$ cat src/rtl/traffic_sensor_conditioner_pkg.sv
// Shared definitions for the vehicle-detector conditioning front end:
// occupancy FSM encoding and default timing parameters.
package traffic_sensor_conditioner_pkg;

  typedef enum logic [1:0] {
    StIdle    = 2'd0,
    StPresent = 2'd1,
    StHold    = 2'd2
  } occ_state_e;

  localparam int unsigned DefDebCycles  = 4;
  localparam int unsigned DefHoldCycles = 16;
  localparam int unsigned DefCntW       = 8;

endpackage

$ cat src/rtl/traffic_sensor_conditioner_channel.sv
// One street channel: two-flop synchroniser, debouncer, occupancy FSM with
// gap-bridging hold timer, and a saturating arrival counter.
module traffic_sensor_conditioner_channel
  import traffic_sensor_conditioner_pkg::*;
#(
  parameter int unsigned DEB_CYCLES  = DefDebCycles,
  parameter int unsigned HOLD_CYCLES = DefHoldCycles,
  parameter int unsigned CNT_W       = DefCntW
) (
  input  logic             clk_i,
  input  logic             rst_i,
  input  logic             sense_i,
  input  logic             cnt_clr_i,
  output logic             t_o,
  output logic [CNT_W-1:0] count_o
);

  localparam int unsigned DCntW = (DEB_CYCLES > 1) ? $clog2(DEB_CYCLES) : 1;
  localparam int unsigned HCntW = $clog2(HOLD_CYCLES + 1);

  logic             s1_q, s_q;
  logic             deb_q, deb_d;
  logic [DCntW-1:0] dcnt_q, dcnt_d;
  logic [HCntW-1:0] hcnt_q, hcnt_d;
  occ_state_e       state_q, state_d;
  logic             t_q, t_d;
  logic [CNT_W-1:0] cnt_q, cnt_d;
  logic             arrive;

  // A reversal before the threshold restarts the count.
  always_comb begin
    deb_d  = deb_q;
    dcnt_d = dcnt_q;
    if (s_q == deb_q) begin
      dcnt_d = '0;
    end else if (dcnt_q == DCntW'(DEB_CYCLES - 1)) begin
      deb_d  = s_q;
      dcnt_d = '0;
    end else begin
      dcnt_d = dcnt_q + DCntW'(1);
    end
  end

  always_comb begin
    state_d = state_q;
    hcnt_d  = hcnt_q;
    arrive  = 1'b0;
    case (state_q)
      StIdle: begin
        if (deb_q) begin
          state_d = StPresent;
          arrive  = 1'b1;
        end
      end
      StPresent: begin
        if (!deb_q) begin
          state_d = StHold;
          hcnt_d  = HCntW'(HOLD_CYCLES - 1);
        end
      end
      StHold: begin
        if (deb_q) begin
          state_d = StPresent;
          arrive  = 1'b1;
        end else if (hcnt_q == '0) begin
          state_d = StIdle;
        end else begin
          hcnt_d = hcnt_q - HCntW'(1);
        end
      end
      default: state_d = StIdle;
    endcase
    t_d = (state_d == StPresent) || (state_d == StHold);
  end

  // Clear takes priority over a coincident arrival.
  always_comb begin
    cnt_d = cnt_q;
    if (cnt_clr_i) begin
      cnt_d = '0;
    end else if (arrive && (cnt_q != '1)) begin
      cnt_d = cnt_q + CNT_W'(1);
    end
  end

  always_ff @(posedge clk_i) begin
    if (rst_i) begin
      s1_q    <= 1'b0;
      s_q     <= 1'b0;
      deb_q   <= 1'b0;
      dcnt_q  <= '0;
      hcnt_q  <= '0;
      state_q <= StIdle;
      t_q     <= 1'b0;
      cnt_q   <= '0;
    end else begin
      s1_q    <= sense_i;
      s_q     <= s1_q;
      deb_q   <= deb_d;
      dcnt_q  <= dcnt_d;
      hcnt_q  <= hcnt_d;
      state_q <= state_d;
      t_q     <= t_d;
      cnt_q   <= cnt_d;
    end
  end

  assign t_o     = t_q;
  assign count_o = cnt_q;

endmodule

$ cat src/rtl/traffic_sensor_conditioner.sv
// Two independent detector channels producing the TA/TB traffic-present flags
// and arrival counts for the light controller.
module traffic_sensor_conditioner
  import traffic_sensor_conditioner_pkg::*;
#(
  parameter int unsigned DEB_CYCLES  = DefDebCycles,
  parameter int unsigned HOLD_CYCLES = DefHoldCycles,
  parameter int unsigned CNT_W       = DefCntW
) (
  input  logic             clk,
  input  logic             rst,
  input  logic             sense_a,
  input  logic             sense_b,
  input  logic             cnt_clr,
  output logic             TA,
  output logic             TB,
  output logic [CNT_W-1:0] count_a,
  output logic [CNT_W-1:0] count_b
);

  traffic_sensor_conditioner_channel #(
    .DEB_CYCLES (DEB_CYCLES),
    .HOLD_CYCLES(HOLD_CYCLES),
    .CNT_W      (CNT_W)
  ) u_chan_a (
    .clk_i    (clk),
    .rst_i    (rst),
    .sense_i  (sense_a),
    .cnt_clr_i(cnt_clr),
    .t_o      (TA),
    .count_o  (count_a)
  );

  traffic_sensor_conditioner_channel #(
    .DEB_CYCLES (DEB_CYCLES),
    .HOLD_CYCLES(HOLD_CYCLES),
    .CNT_W      (CNT_W)
  ) u_chan_b (
    .clk_i    (clk),
    .rst_i    (rst),
    .sense_i  (sense_b),
    .cnt_clr_i(cnt_clr),
    .t_o      (TB),
    .count_o  (count_b)
  );

endmodule

$ cat config.mk
export PLATFORM = sky130hd
export DESIGN_NAME = traffic_sensor_conditioner
export DESIGN_NICKNAME = d
export VERILOG_FILES = /design/src/rtl/traffic_sensor_conditioner_pkg.sv /design/src/rtl/traffic_sensor_conditioner_channel.sv /design/src/rtl/traffic_sensor_conditioner.sv
export SDC_FILE = /design/constraint.sdc
export NUM_CORES = 1
export LEC_CHECK = 0
export ABC_AREA = 1
export ABC_CLOCK_PERIOD_IN_PS = 1490
export BUFFER_PORTS_ARGS = -buffer_cell sky130_fd_sc_hd__buf_2
export CAP_MARGIN = 20
export CORE_UTILIZATION = 25
export DETAILED_ROUTE_END_ITERATION = 8
export GPL_TIMING_DRIVEN = 0
export PLACE_DENSITY = 0.47
export SYNTH_ARGS = -nofsm -noshare
export SYNTH_HDL_FRONTEND = slang
export SYNTH_HIERARCHICAL = 1
export SYNTH_SLANG_ARGS = --single-unit
export TNS_END_PERCENT = 20
$ cat constraint.sdc
create_clock -name clk -period 1.49 [get_ports clk]
set_input_delay 0.298 -clock clk [delete_from_list [all_inputs] [get_ports clk]]
set_output_delay 0.298 -clock clk [all_outputs]
set_load 0.01 [all_outputs]
# Word level (Yosys, flattened, before mapping)
# Index checks and enable logic that the tools add are counted.
# word_totals
regBits	42
in_bits	5
output_inout_bits	18
wordCells	85
# classes
n_addsub	6
eq_ne	20
muxes	22
n_bitwise	2
n_reduce_logical	19
# op_table
operator	count
5-bit 2-to-1 mux	6
5-bit case mux with 2 select lines	2
8-bit by 1-bit adder with 8-bit output, second input constant	2
2-bit 2-to-1 mux	8
8-bit inequality test, second input constant	2
2-bit equality test, second input constant	6
2-bit inequality test, second input constant	6
2-bit case mux with 3 select lines	2
5-bit zero test	2
5-bit by 1-bit subtractor with 5-bit output, second input constant	2
2-bit by 1-bit equality test with 1-bit output, second input constant	4
4-bit AND reduction	2
2-bit OR reduction	3
3-bit OR reduction	2
2-bit by 1-bit adder with 2-bit output, second input constant	2
2-bit zero test	2
1-bit 2-to-1 mux	4
2-bit AND reduction	2
2-bit nonzero test	2
1-bit equality test	2
1-bit logical AND	2
1-bit logical OR	2
1-bit NOT	2

# Longest topological paths before layout
# Gate-level depths: netlist of run 1.
# depth
depth_word	6
depth_mapped	9
ltp_nobuf	9

# Cells and area by module
# The synthesis of run 1 kept the hierarchy.
# by_module_without_submodules
mod	instances	cells_each	area_each_um2	seq_area_each_um2
traffic_sensor_conditioner_channel	2	143	1019.7	420.4

# Least setup slack after synthesis of run 1
# Ideal clock, no wire load.
# synth_path
path_kind	register to register
from	reg u_chan_a.cnt_q[1] (netlist: u_chan_a/count_o[1])
to	reg u_chan_a.cnt_q[1] (netlist: u_chan_a/count_o[1])
setup_ns	0.113
arrival_time_ns	1.152
required_time_ns	1.377
slack_ns	0.225
stages_incl_launch_ff	9
n_path_buf	0
synth_period_minus_slack_ns	1.265
cell_sequence	dfxtp_1 -> ha_1 -> nand2_2 -> nor2_4 -> nand2_2 -> nand2_4 -> inv_2 -> nor2_1 -> nor2_1
# synth_via
elab_chain_cells	2
word_cells_on_any_way	3
cone_classes	1 x add/sub; 1 x eq/ne; 1 x reduce/logical
# synth_rtl
element	line_no	rtl
start: declaration	traffic_sensor_conditioner_channel.sv:27	logic [CNT_W-1:0] cnt_q, cnt_d;
start signal: assignment	traffic_sensor_conditioner_channel.sv:104	cnt_q <= cnt_d;
branches (longest 2 deep; another with 8-bit by 1-bit adder with 8-bit output)	--	
# Parallel ways; which one is timed is not known.
# A chain may end at the register's enable or synchronous reset.

# Final worst setup path of run 1
# layout_path
from	reg u_chan_b.cnt_q[1] (netlist: u_chan_b/count_o[1])
to	reg u_chan_b.cnt_q[1] (netlist: u_chan_b/count_o[1])
# layout_via
elab_chain_cells	2
word_cells_on_any_way	3
cone_classes	1 x add/sub; 1 x eq/ne; 1 x reduce/logical
# layout_rtl
element	line_no
start: declaration	traffic_sensor_conditioner_channel.sv:27
start signal: assignment	traffic_sensor_conditioner_channel.sv:104
branches (longest 2 deep; another with 8-bit by 1-bit adder with 8-bit output)	--
# Parallel ways; which one is timed is not known.

==> impl_metrics.csv, run 1 <==
group,metric,value,unit
run_status,outcome,"finished clean",
power,power_leakage,1.03,nW
floorplan,die_w,92.3,um
power,power.switching,0.433,mW
logic_synthesis,synth_seq_cells,42,
final_layout,n_antenna_cell,0,
cts,cts_root_buffer,"clkbuf_8",
grt,grt_pass1_vias,1551,
final_layout,multi_input_area,0.00104,mm^2
timing,rsz0062_at_grt,"false",
route,dr.pass1.iters,4,
worst_setup_path,endpoint,"u_chan_b/count_o[1]",
worst_setup_path,crit_family,"simple AND/OR/NAND/NOR gates",
route,antenna_left,0,
power,p_per_area,869,mW/mm^2
final_layout,layout_commonest_cell,"nand2_1",
worst_setup_path,critical_path_arrival,1.53,ns
timing,finClkSkew,0.0111,ns
placement,dp_hpwl,2950,um
logic_synthesis,synth_fp_nets,299,
worst_setup_path,end_kind,"flop",
grt,grt_max_degree,14,
logic_synthesis,syn_avg_cell_area,7.13,um^2
floorplan,io_pins,23,
final_layout,nFillCells,882,
logic_synthesis,synth_adder_area_share,4.91,%
worst_setup_path,r2r_cells,8,
floorplan,dieArea,0.00852,mm^2
placement,preCtsSetupSlack,0.151,ns
floorplan,rows,32,
worst_hold_path,min_path_type,"in -> reg",
floorplan,core_area,0.00781,mm^2
cts,cts_tree,"yes",
route,post_drt_wl_per_cell,9.34,um
grt,grt_antenna_before_repair,0,
logic_synthesis,synth_cell_types,22,
timing,setup_viol,0,
cts,cts_made_buffers,5,
worst_setup_path,worstSetupPathType,"reg -> reg",
worst_setup_path,start_kind,"flop",
worst_setup_path,cp.required,1.69,ns
route,drt-total-wl,3900,um
timing,drv_slew,0,
logic_synthesis,synth-simple-area-share,33.3,%
logic_synthesis,ys_seq_area_share,41.2,%
final_layout,fin_nets,327,
power,pwr-share-clk,43.4,%
logic_synthesis,synth-xor-area-share,2.58,%
logic_synthesis,synth_compound_area_share,10.2,%
grt,grt_pass1_wl,6870,um
power,swShare,20.9,%
placement,routabilityCongestion,0.731,
final_layout,final_util,30.6,%
timing,period_share,89.1,%
route,drc,0,
power,intPower,1.64,mW
route,viasPerCell,4.18,
timing,min_period,1.33,ns
grt,track_usage,10.2,%
logic_synthesis,ys.warnings.count,6,
timing,relSlewSlack,74.9,%
worst_setup_path,path_max_fanout,8,
worst_setup_path,cp_cell_sequence,"ha_1 -> nand2_2 -> nor2_4 -> nand2_2 -> nand2_4 -> inv_2 -> nor2_1 -> nor2_1",
grt,grt.overflow.total,0,
cts,clk_latency,0.30,ns
power,combPwrFrac,2.1,%
cts,cts_buffer_depth,2,
timing,hold_viol,0,
placement,portBuffers,21,
final_layout,final_cell_mix,"58 x nand2_1, 46 x nor2_1, 42 x dfxtp_1",
worst_setup_path,reg2reg_to,"u_chan_b/count_o[1]",
logic_synthesis,synth_top_family_by_area,"simple AND/OR/NAND/NOR gates",
timing,setup_ws,0.162,ns
worst_setup_path,cp_slowest_cell,"dfxtp_1",
final_layout,syn_to_final_growth,17.1,%
worst_setup_path,cp_num_buf_inv,1,
worst_setup_path,crit_cells,8,
run,maxCapViolations,0,
logic_synthesis,postSynthCellCount,286,
worst_setup_path,rr_startpoint,"u_chan_b/count_o[1]",
power,pwr-share-seq,54.5,%
floorplan,start_util,26.1,%
floorplan,die_h,92.3,um
final_layout,drive_above_1_share,16.2,%
worst_setup_path,startpoint,"u_chan_b/count_o[1]",
cts,hold_buffers,0,
logic_synthesis,synth.mux.area_fraction,0,%
worst_setup_path,slowest_delay,0.40,ns
cts,h-tree-depth,2,
worst_setup_path,rrSetupSlack,0.16,ns
route,drtIter0Drc,45,
route,vias,1742,
logic_synthesis,netlist_area,0.00204,mm^2
final_layout,ff_latch_area,841,um^2
power,peakVddDrop,0.000466,V
timing,worst_pin_slew,0.376,ns
timing,setup_tns,0,ns
timing,max_freq,753,MHz
cts,cts.sinks,42,
cts,clkTransAtPathRegs,0.09,ns
cell usage after synthesis (all sizes together):
| library cell | n | share of area [%] |
|---|---|---|
| or2 | 4 | 1.2 |
| buf | 2 | 0.49 |
| o211ai | 2 | 0.74 |
| nand3b | 6 | 2.2 |
| o21ai | 12 | 2.9 |
| nor2 | 50 | 10 |
| nand3 | 20 | 4.9 |
| nand2 | 68 | 14 |
| xor2 | 6 | 2.6 |
| ha | 8 | 4.9 |
| inv | 40 | 7.4 |
| a211oi | 2 | 0.74 |
| a21oi | 22 | 5.8 |
| nor3 | 2 | 0.49 |
| dfxtp | 42 | 41 |
tightest hold or removal path, cell delays in order:
cell    delay, ns
buf_2        0.07
inv_1        0.03
nor2_1       0.06
stage by stage:
step | hold WS, ns | std cells | power (mW) | cell area, um^2
floorplan | 0.388 | 286 | 1.19 | 2040
global placement | 0.394 | 409 | 1.20 | 2270
detailed placement | 0.397 | 409 | 1.20 | 2270
CTS | 0.196 | 417 | 2.12 | 2380
global route | 0.197 | 417 | 2.19 | 2390
finish | 0.202 | 417 | 2.08 | 2390
power groups by stage:
stage | clock network [mW] | logic (mW) | registers [mW]
floorplan | 0 | 0.0301 | 1.16
global route | 1.01 | 0.0517 | 1.13
detailed placement | 0 | 0.0449 | 1.16
CTS | 0.941 | 0.0449 | 1.13
global placement | 0 | 0.0442 | 1.16
finish | 0.900 | 0.0436 | 1.13
cell families (layout without fill, tap and decap cells):
group           Yosys count  count (layout)
compound gates           38              38
simple gates            150             150
fa+ha+maj                 8               8
xor+xnor                  6               6
buf+inv                  42              71
flops                    42              42
state kept, by name (all words and copies together), names as in the netlist:
signal / flops
u_chan_a/count_o: 8
u_chan_b/count_o: 8
u_chan_a/hcnt_q: 5
u_chan_b/hcnt_q: 5
u_chan_a/dcnt_q: 2
u_chan_a/state_q: 2
u_chan_b/dcnt_q: 2
u_chan_b/state_q: 2
u_chan_a/deb_q: 1
u_chan_a/s1_q: 1
u_chan_a/s_q: 1
u_chan_a/t_o: 1
u_chan_b/deb_q: 1
u_chan_b/s1_q: 1
u_chan_b/s_q: 1
u_chan_b/t_o: 1
layout make-up:
| type | instances | share of cell area [%] |
|---|---|---|
| multi-input combinational | 202 | 43.7 |
| sequential | 42 | 35.2 |
| inverter | 40 | 6.29 |
| tap | 102 | 5.35 |
| timing repair buffer | 21 | 4.40 |
| clock buffer | 6 | 3.04 |
| clock inverter | 2 | 1.57 |
| buffer | 2 | 0.419 |
worst min-delay path by stage:
| stage | startpoint | to | depth (start not counted) |
|---|---|---|---|
| 4_1_cts | sense_b | u_chan_b/s1_q | 3 |
| 6_report | sense_b | u_chan_b/s1_q | 3 |
| 5_1_grt | sense_b | u_chan_b/s1_q | 3 |
| 3_3_place_gp | u_chan_b/s1_q | u_chan_b/s_q | 2 |
| 2_1_floorplan | u_chan_a/s1_q | u_chan_a/s_q | 2 |
| 3_5_place_dp | u_chan_a/s1_q | u_chan_a/s_q | 2 |
what timing repair did:
action / 4_1_cts / 5_1_grt
buffers inserted: 0 / 0
gates resized for setup: 0 / 2
setup endpoints to repair: 0 / 6
per-layer routing:
layer | wire length (um) | vias to the layer above | GRT usage [%]
met5 | 0 | - | 0
met4 | 78 | 0 | 5.08
met3 | 124 | 7 | 2.55
met2 | 1690 | 20 | 15.5
met1 | 2000 | 752 | 13.3
li1 | - | 963 | -
No activity file was read; power rests on OpenSTA's default activity.
==> inputs of run 2 (changes only) <==
CAP_MARGIN = default   (was 20)
SETUP_SLACK_MARGIN = 0.3   (was default)
==> run 2 against run 1 <==
- flip-flop and latch count is the same
- global-route usage grew 0.39 points
- clock power is 22% lower
- setup slack better by 0.068 ns
- die area is the same
- critical path type unchanged
- critical endpoint is now u_chan_b/t_o
==> impl_metrics.csv, run 2 (same netlist as run 1, synthesis figures left out) <==
group,metric,value,unit
worst_setup_path,rr_startpoint,"u_chan_b/hcnt_q[0]",
timing,period_share,84.5,%
route,viasPerCell,4.26,
cts,cts_made_buffers,5,
cts,cts_buffer_depth,2,
final_layout,nFillCells,862,
cts,cts_root_buffer,"clkbuf_8",
worst_setup_path,reg2reg_to,"u_chan_b/t_o",
timing,worst_pin_slew,0.421,ns
route,antenna_left,0,
cts,cts_tree,"yes",
timing,hold_viol,0,
final_layout,syn_to_final_growth,24.9,%
grt,grt.overflow.total,0,
route,drt-total-wl,4220,um
timing,max_freq,794,MHz
timing,relSlewSlack,71.8,%
timing,finClkSkew,0.00339,ns
power,power.switching,0.416,mW
worst_setup_path,end_kind,"flop",
floorplan,die_w,92.3,um
final_layout,final_cell_mix,"55 x nand2_1, 42 x nor2_1, 34 x dfxtp_1",
route,vias,1820,
power,p_total,1.87,mW
final_layout,fin_nets,338,
power,intPower,1.46,mW
final_layout,layout_commonest_cell,"nand2_1",
worst_setup_path,endpoint,"u_chan_b/t_o",
power,pwr-share-seq,59.9,%
timing,min_period,1.26,ns
final_layout,drive_above_1_share,25.2,%
power,p_per_area,735,mW/mm^2
route,dr.pass1.iters,4,
timing,setup_ws,0.230,ns
cts,clk_latency,0.29,ns
worst_setup_path,cp.required,1.68,ns
worst_setup_path,critical_path_arrival,1.45,ns
final_layout,postLayoutCellArea,0.00255,mm^2
cts,clkTransAtPathRegs,0.08,ns
grt,grt_antenna_before_repair,0,
route,post_drt_wl_per_cell,9.87,um
power,power_leakage,1.10,nW
placement,dp_hpwl,2960,um
timing,setup_tns,0,ns
cts,h-tree-depth,2,
worst_setup_path,path_max_fanout,6,
worst_setup_path,rrSetupSlack,0.23,ns
timing,setup_viol,0,
worst_setup_path,r2r_cells,8,
grt,grt_pass1_vias,1607,
placement,placed_area,0.00230,mm^2
run_status,outcome,"finished clean",
worst_setup_path,startpoint,"u_chan_b/hcnt_q[0]",
final_layout,n_antenna_cell,0,
grt,track_usage,10.6,%
worst_setup_path,start_kind,"flop",
timing,drv_slew,0,
power,pwr-share-clk,37.7,%
floorplan,rows,32,
floorplan,io_pins,23,
power,peakVddDrop,0.000250,V
worst_setup_path,worstSetupPathType,"reg -> reg",
timing,rsz0062_at_grt,"true",
worst_hold_path,hold_start,"sense_a",
power,combPwrFrac,2.4,%
route,drtIter0Drc,49,
grt,grt_pass1_wl,7170,um
run,maxCapViolations,0,
final_layout,final_util,32.6,%
cts,cts.sinks,42,
route,drc,0,
floorplan,start_util,26.1,%
floorplan,dieArea,0.00852,mm^2
floorplan,die_h,92.3,um
worst_hold_path,min_path_type,"in -> reg",
placement,routabilityCongestion,0.793,
power,swShare,22.2,%
placement,preCtsSetupSlack,0.168,ns
placement,portBuffers,21,
floorplan,core_area,0.00781,mm^2
grt,grt_max_degree,12,
==> run 2: cell count changes in the layout (fill, tap and decap cells not counted), moves of 3 or more <==
cell     previous run  this run
dfxtp_2             0         3
buf_4               0        11
nor2_2              2         5
ha_4                0         3
inv_1              35        32
ha_1                8         5
nand2_1            58        55
nor2_1             46        42
nand2_4             3         7
dfxtp_1            42        34
dfxtp_4             0         5
==> run 2: worst max-delay path, cell delays in order, from the launching register on <==
cell and delay, ns:
dfxtp_4 0.35, inv_4 0.07, ha_4 0.13, inv_2 0.03
nor2_2 0.10, nand2_2 0.06, nand2_4 0.12, a21oi_2 0.06
or2_1 0.22
==> run 2: per-stage QoR <==
| stage | cells | hold WS [ns] |
|---|---|---|
| finish | 427 | 0.204 |
| global route | 427 | 0.219 |
| CTS | 421 | 0.201 |
| detailed placement | 409 | 0.394 |
| global placement | 409 | 0.393 |
| floorplan | 286 | 0.388 |
==> run 2: how the worst min path moves through the flow <==
| stage | endpoint | slack, ns | cells after the start |
|---|---|---|---|
| finish | u_chan_a/s1_q | 0.20 | 3 |
| global route | u_chan_a/s1_q | 0.22 | 3 |
| CTS | u_chan_a/s1_q | 0.20 | 3 |
| detailed placement | u_chan_a/s_q | 0.39 | 2 |
| global placement | u_chan_a/s_q | 0.39 | 2 |
| floorplan | u_chan_a/s_q | 0.39 | 2 |
==> run 2: power by group through the flow <==
stage | clock (mW) | combinational (mW) | sequential, mW
after CTS | 0.742 | 0.0454 | 1.12
after detailed placement | 0 | 0.0452 | 1.16
final | 0.706 | 0.0447 | 1.12
after global routing | 0.803 | 0.0517 | 1.12
after global placement | 0 | 0.0451 | 1.16
after floorplan | 0 | 0.0301 | 1.16
==> run 2: area by class of cell <==
type | count | area, um^2 | share of cell area, %
multi-input combinational | 202 | 1130 | 44.3
timing repair buffer | 32 | 188 | 7.37
sequential | 42 | 863 | 33.9
buffer | 2 | 10.0 | 0.393
clock buffer | 7 | 76.3 | 3.00
inverter | 40 | 155 | 6.09
tap | 102 | 128 | 5.01
==> run 2: routing by layer <==
layer,vias to the layer above,track usage [%],routed length (um)
met2,28,16.5,1960
met4,0,5.47,84
met5,-,0,0
met3,6,3.45,177
met1,804,12.9,1990
li1,982,-,-
==> run 2: timing repair <==
item,4_1_cts,5_1_grt
pin swaps,4,9
resized for setup,17,16
hold buffers,0,0
setup buffers,5,6
endpoints found under the setup margin,25,34
==> inputs of run 3 (changes only) <==
ABC_CLOCK_PERIOD_IN_PS = 1280   (was 1490)
clock period = 1.28 ns   (was 1.49 ns; I/O delays follow)
==> run 3 against run 2 <==
- flip-flop and latch count stayed put
- global-route usage is 0.14 points lower
- register-to-register slack worse by 0.20 ns
- hold slack worse by 0.032 ns
- clock skew is 0.012 ns higher
- critical endpoint is now u_chan_a/t_o
- power is 20% higher
- first-iteration DRC count is 49% lower
- via count is 0.33% higher
- sequential share of layout area is 1.8 points lower
- largest power group unchanged
==> impl_metrics.csv, run 3 (same netlist as run 1, synthesis figures left out) <==
group,metric,value,unit
run_status,outcome,"finished clean",
worst_setup_path,cp.required,1.47,ns
grt,grt_max_degree,13,
timing,worst_pin_slew,0.394,ns
final_layout,layout_commonest_cell,"nand2_1",
timing,min_period,1.25,ns
worst_setup_path,path_max_fanout,7,
floorplan,start_util,26.1,%
placement,preCtsSetupSlack,0.0100,ns
cts,cts_made_buffers,5,
timing,setup_ws,0.0312,ns
final_layout,final_cell_mix,"48 x nand2_1, 39 x nor2_1, 29 x inv_1",
power,p_per_area,823,mW/mm^2
timing,relSlewSlack,73.6,%
route,dr.pass1.iters,4,
route,drt-total-wl,4340,um
cts,clkTransAtPathRegs,0.09,ns
power,power_leakage,1.16,nW
final_layout,drive_above_1_share,36.8,%
grt,grt_pass1_wl,7130,um
timing,max_freq,801,MHz
run,maxCapViolations,0,
grt,grt.overflow.total,0,
cts,cts.sinks,42,
floorplan,core_area,0.00781,mm^2
final_layout,n_antenna_cell,0,
route,vias,1826,
grt,grt_antenna_before_repair,0,
placement,dp_hpwl,3040,um
worst_setup_path,cp_cell_sequence,"inv_2 -> ha_4 -> inv_2 -> nor2_2 -> nand2_2 -> nand2_4 -> a21oi_2 -> or2_1",
timing,finClkSkew,0.0150,ns
final_layout,final_util,35.0,%
worst_setup_path,start_kind,"flop",
route,drtIter0Drc,25,
final_layout,syn_to_final_growth,34.0,%
timing,rsz0062_at_grt,"true",
worst_setup_path,end_kind,"flop",
floorplan,io_pins,23,
timing,drv_slew,0,
cts,cts_buffer_depth,2,
timing,hold_viol,0,
worst_setup_path,path_common_cell,"inv_2",
placement,portBuffers,21,
placement,routabilityCongestion,0.749,
floorplan,dieArea,0.00852,mm^2
worst_setup_path,slowest_delay,0.32,ns
floorplan,die_h,92.3,um
route,post_drt_wl_per_cell,10.1,um
grt,track_usage,10.4,%
worst_setup_path,critical_path_arrival,1.44,ns
floorplan,rows,32,
final_layout,fin_nets,341,
timing,period_share,97.6,%
power,p_total,2.25,mW
timing,setup_tns,0,ns
route,antenna_left,0,
timing,setup_viol,0,
cts,cts_root_buffer,"clkbuf_8",
route,viasPerCell,4.24,
worst_setup_path,cp_slowest_cell,"dfxtp_2",
floorplan,die_w,92.3,um
grt,grt_pass1_vias,1641,
worst_setup_path,worstSetupPathType,"reg -> reg",
cts,h-tree-depth,2,
cts,cts_tree,"yes",
cts,clk_latency,0.29,ns
route,drc,0,
worst_hold_path,min_path_type,"in -> reg",
power,peakVddDrop,0.000488,V
==> run 3: cell types whose count changed in the layout (fill, tap and decap cells not counted), moves of 6 or more <==
cell,delta
dfxtp_2,+10
dfxtp_1,-10
nand2_2,+6
buf_2,-7
nand2_1,-7
buf_6,+8
==> run 3: power by group <==
group / internal (mW) / leakage (nW) / switching [mW]
logic: 0.0171 / 0.762 / 0.0368
registers: 1.30 / 0.350 / 0.00367
clock network: 0.436 / 0.0482 / 0.452
total: 1.76 / 1.16 / 0.493
==> run 3: per-stage QoR <==
step                      hold WS (ns)  instances  cell area, um^2
after floorplan                  0.363        286             2120
after global placement           0.398        409             2350
after detailed placement         0.397        409             2350
after CTS                        0.166        421             2510
after global routing             0.177        431             2730
final                            0.172        431             2730
==> run 3: metal layers <==
metal  vias up  wire length [um]  track usage (%)  share of wire (%)
met1       819              2110             12.9                 49
met4         0                32             3.52               0.74
met3         2               133             2.79                3.1
met2        20              2070             17.5                 48
li1        985                 -                -                  -
met5         -                 0                0                  0
==> run 3: worst paths after layout <==
kind                            slack [ns]  cells after the start               start            end
worst max-delay path                  0.03                      8  u_chan_a/hcnt_q[0]   u_chan_a/t_o
worst min-delay path                  0.17                      3             sense_a  u_chan_a/s1_q
worst max register to register        0.03                      8  u_chan_a/hcnt_q[0]   u_chan_a/t_o
worst min register to register        0.40                      2       u_chan_a/s1_q   u_chan_a/s_q
==> run 3: final cells by class <==
type	instances	area, um^2
Buffer	2	10.0
Clock buffer	7	86.3
Clock inverter	1	5.00
Fill cell	828	5070
Inverter	40	160
Multi-Input combinational cell	202	1210
Sequential cell	42	876
Tap cell	102	128
Timing Repair Buffer	35	258
==> run 3: critical path: cells and delay by family (launching register included) <==
family	cells	cell delay (ns)
fa+ha+maj	1	0.13
simple gates	4	0.52
buf+inv	2	0.11
compound gates	1	0.07
flops	1	0.32
==> run 3: timing repair <==
| action | in CTS | in global routing |
|---|---|---|
| hold buffers | 0 | 0 |
| pin swaps | 3 | 24 |
| setup buffers | 4 | 10 |
| endpoints found under the setup margin | 48 | 48 |
| gates cloned | 0 | 0 |
| resized for setup | 12 | 51 |
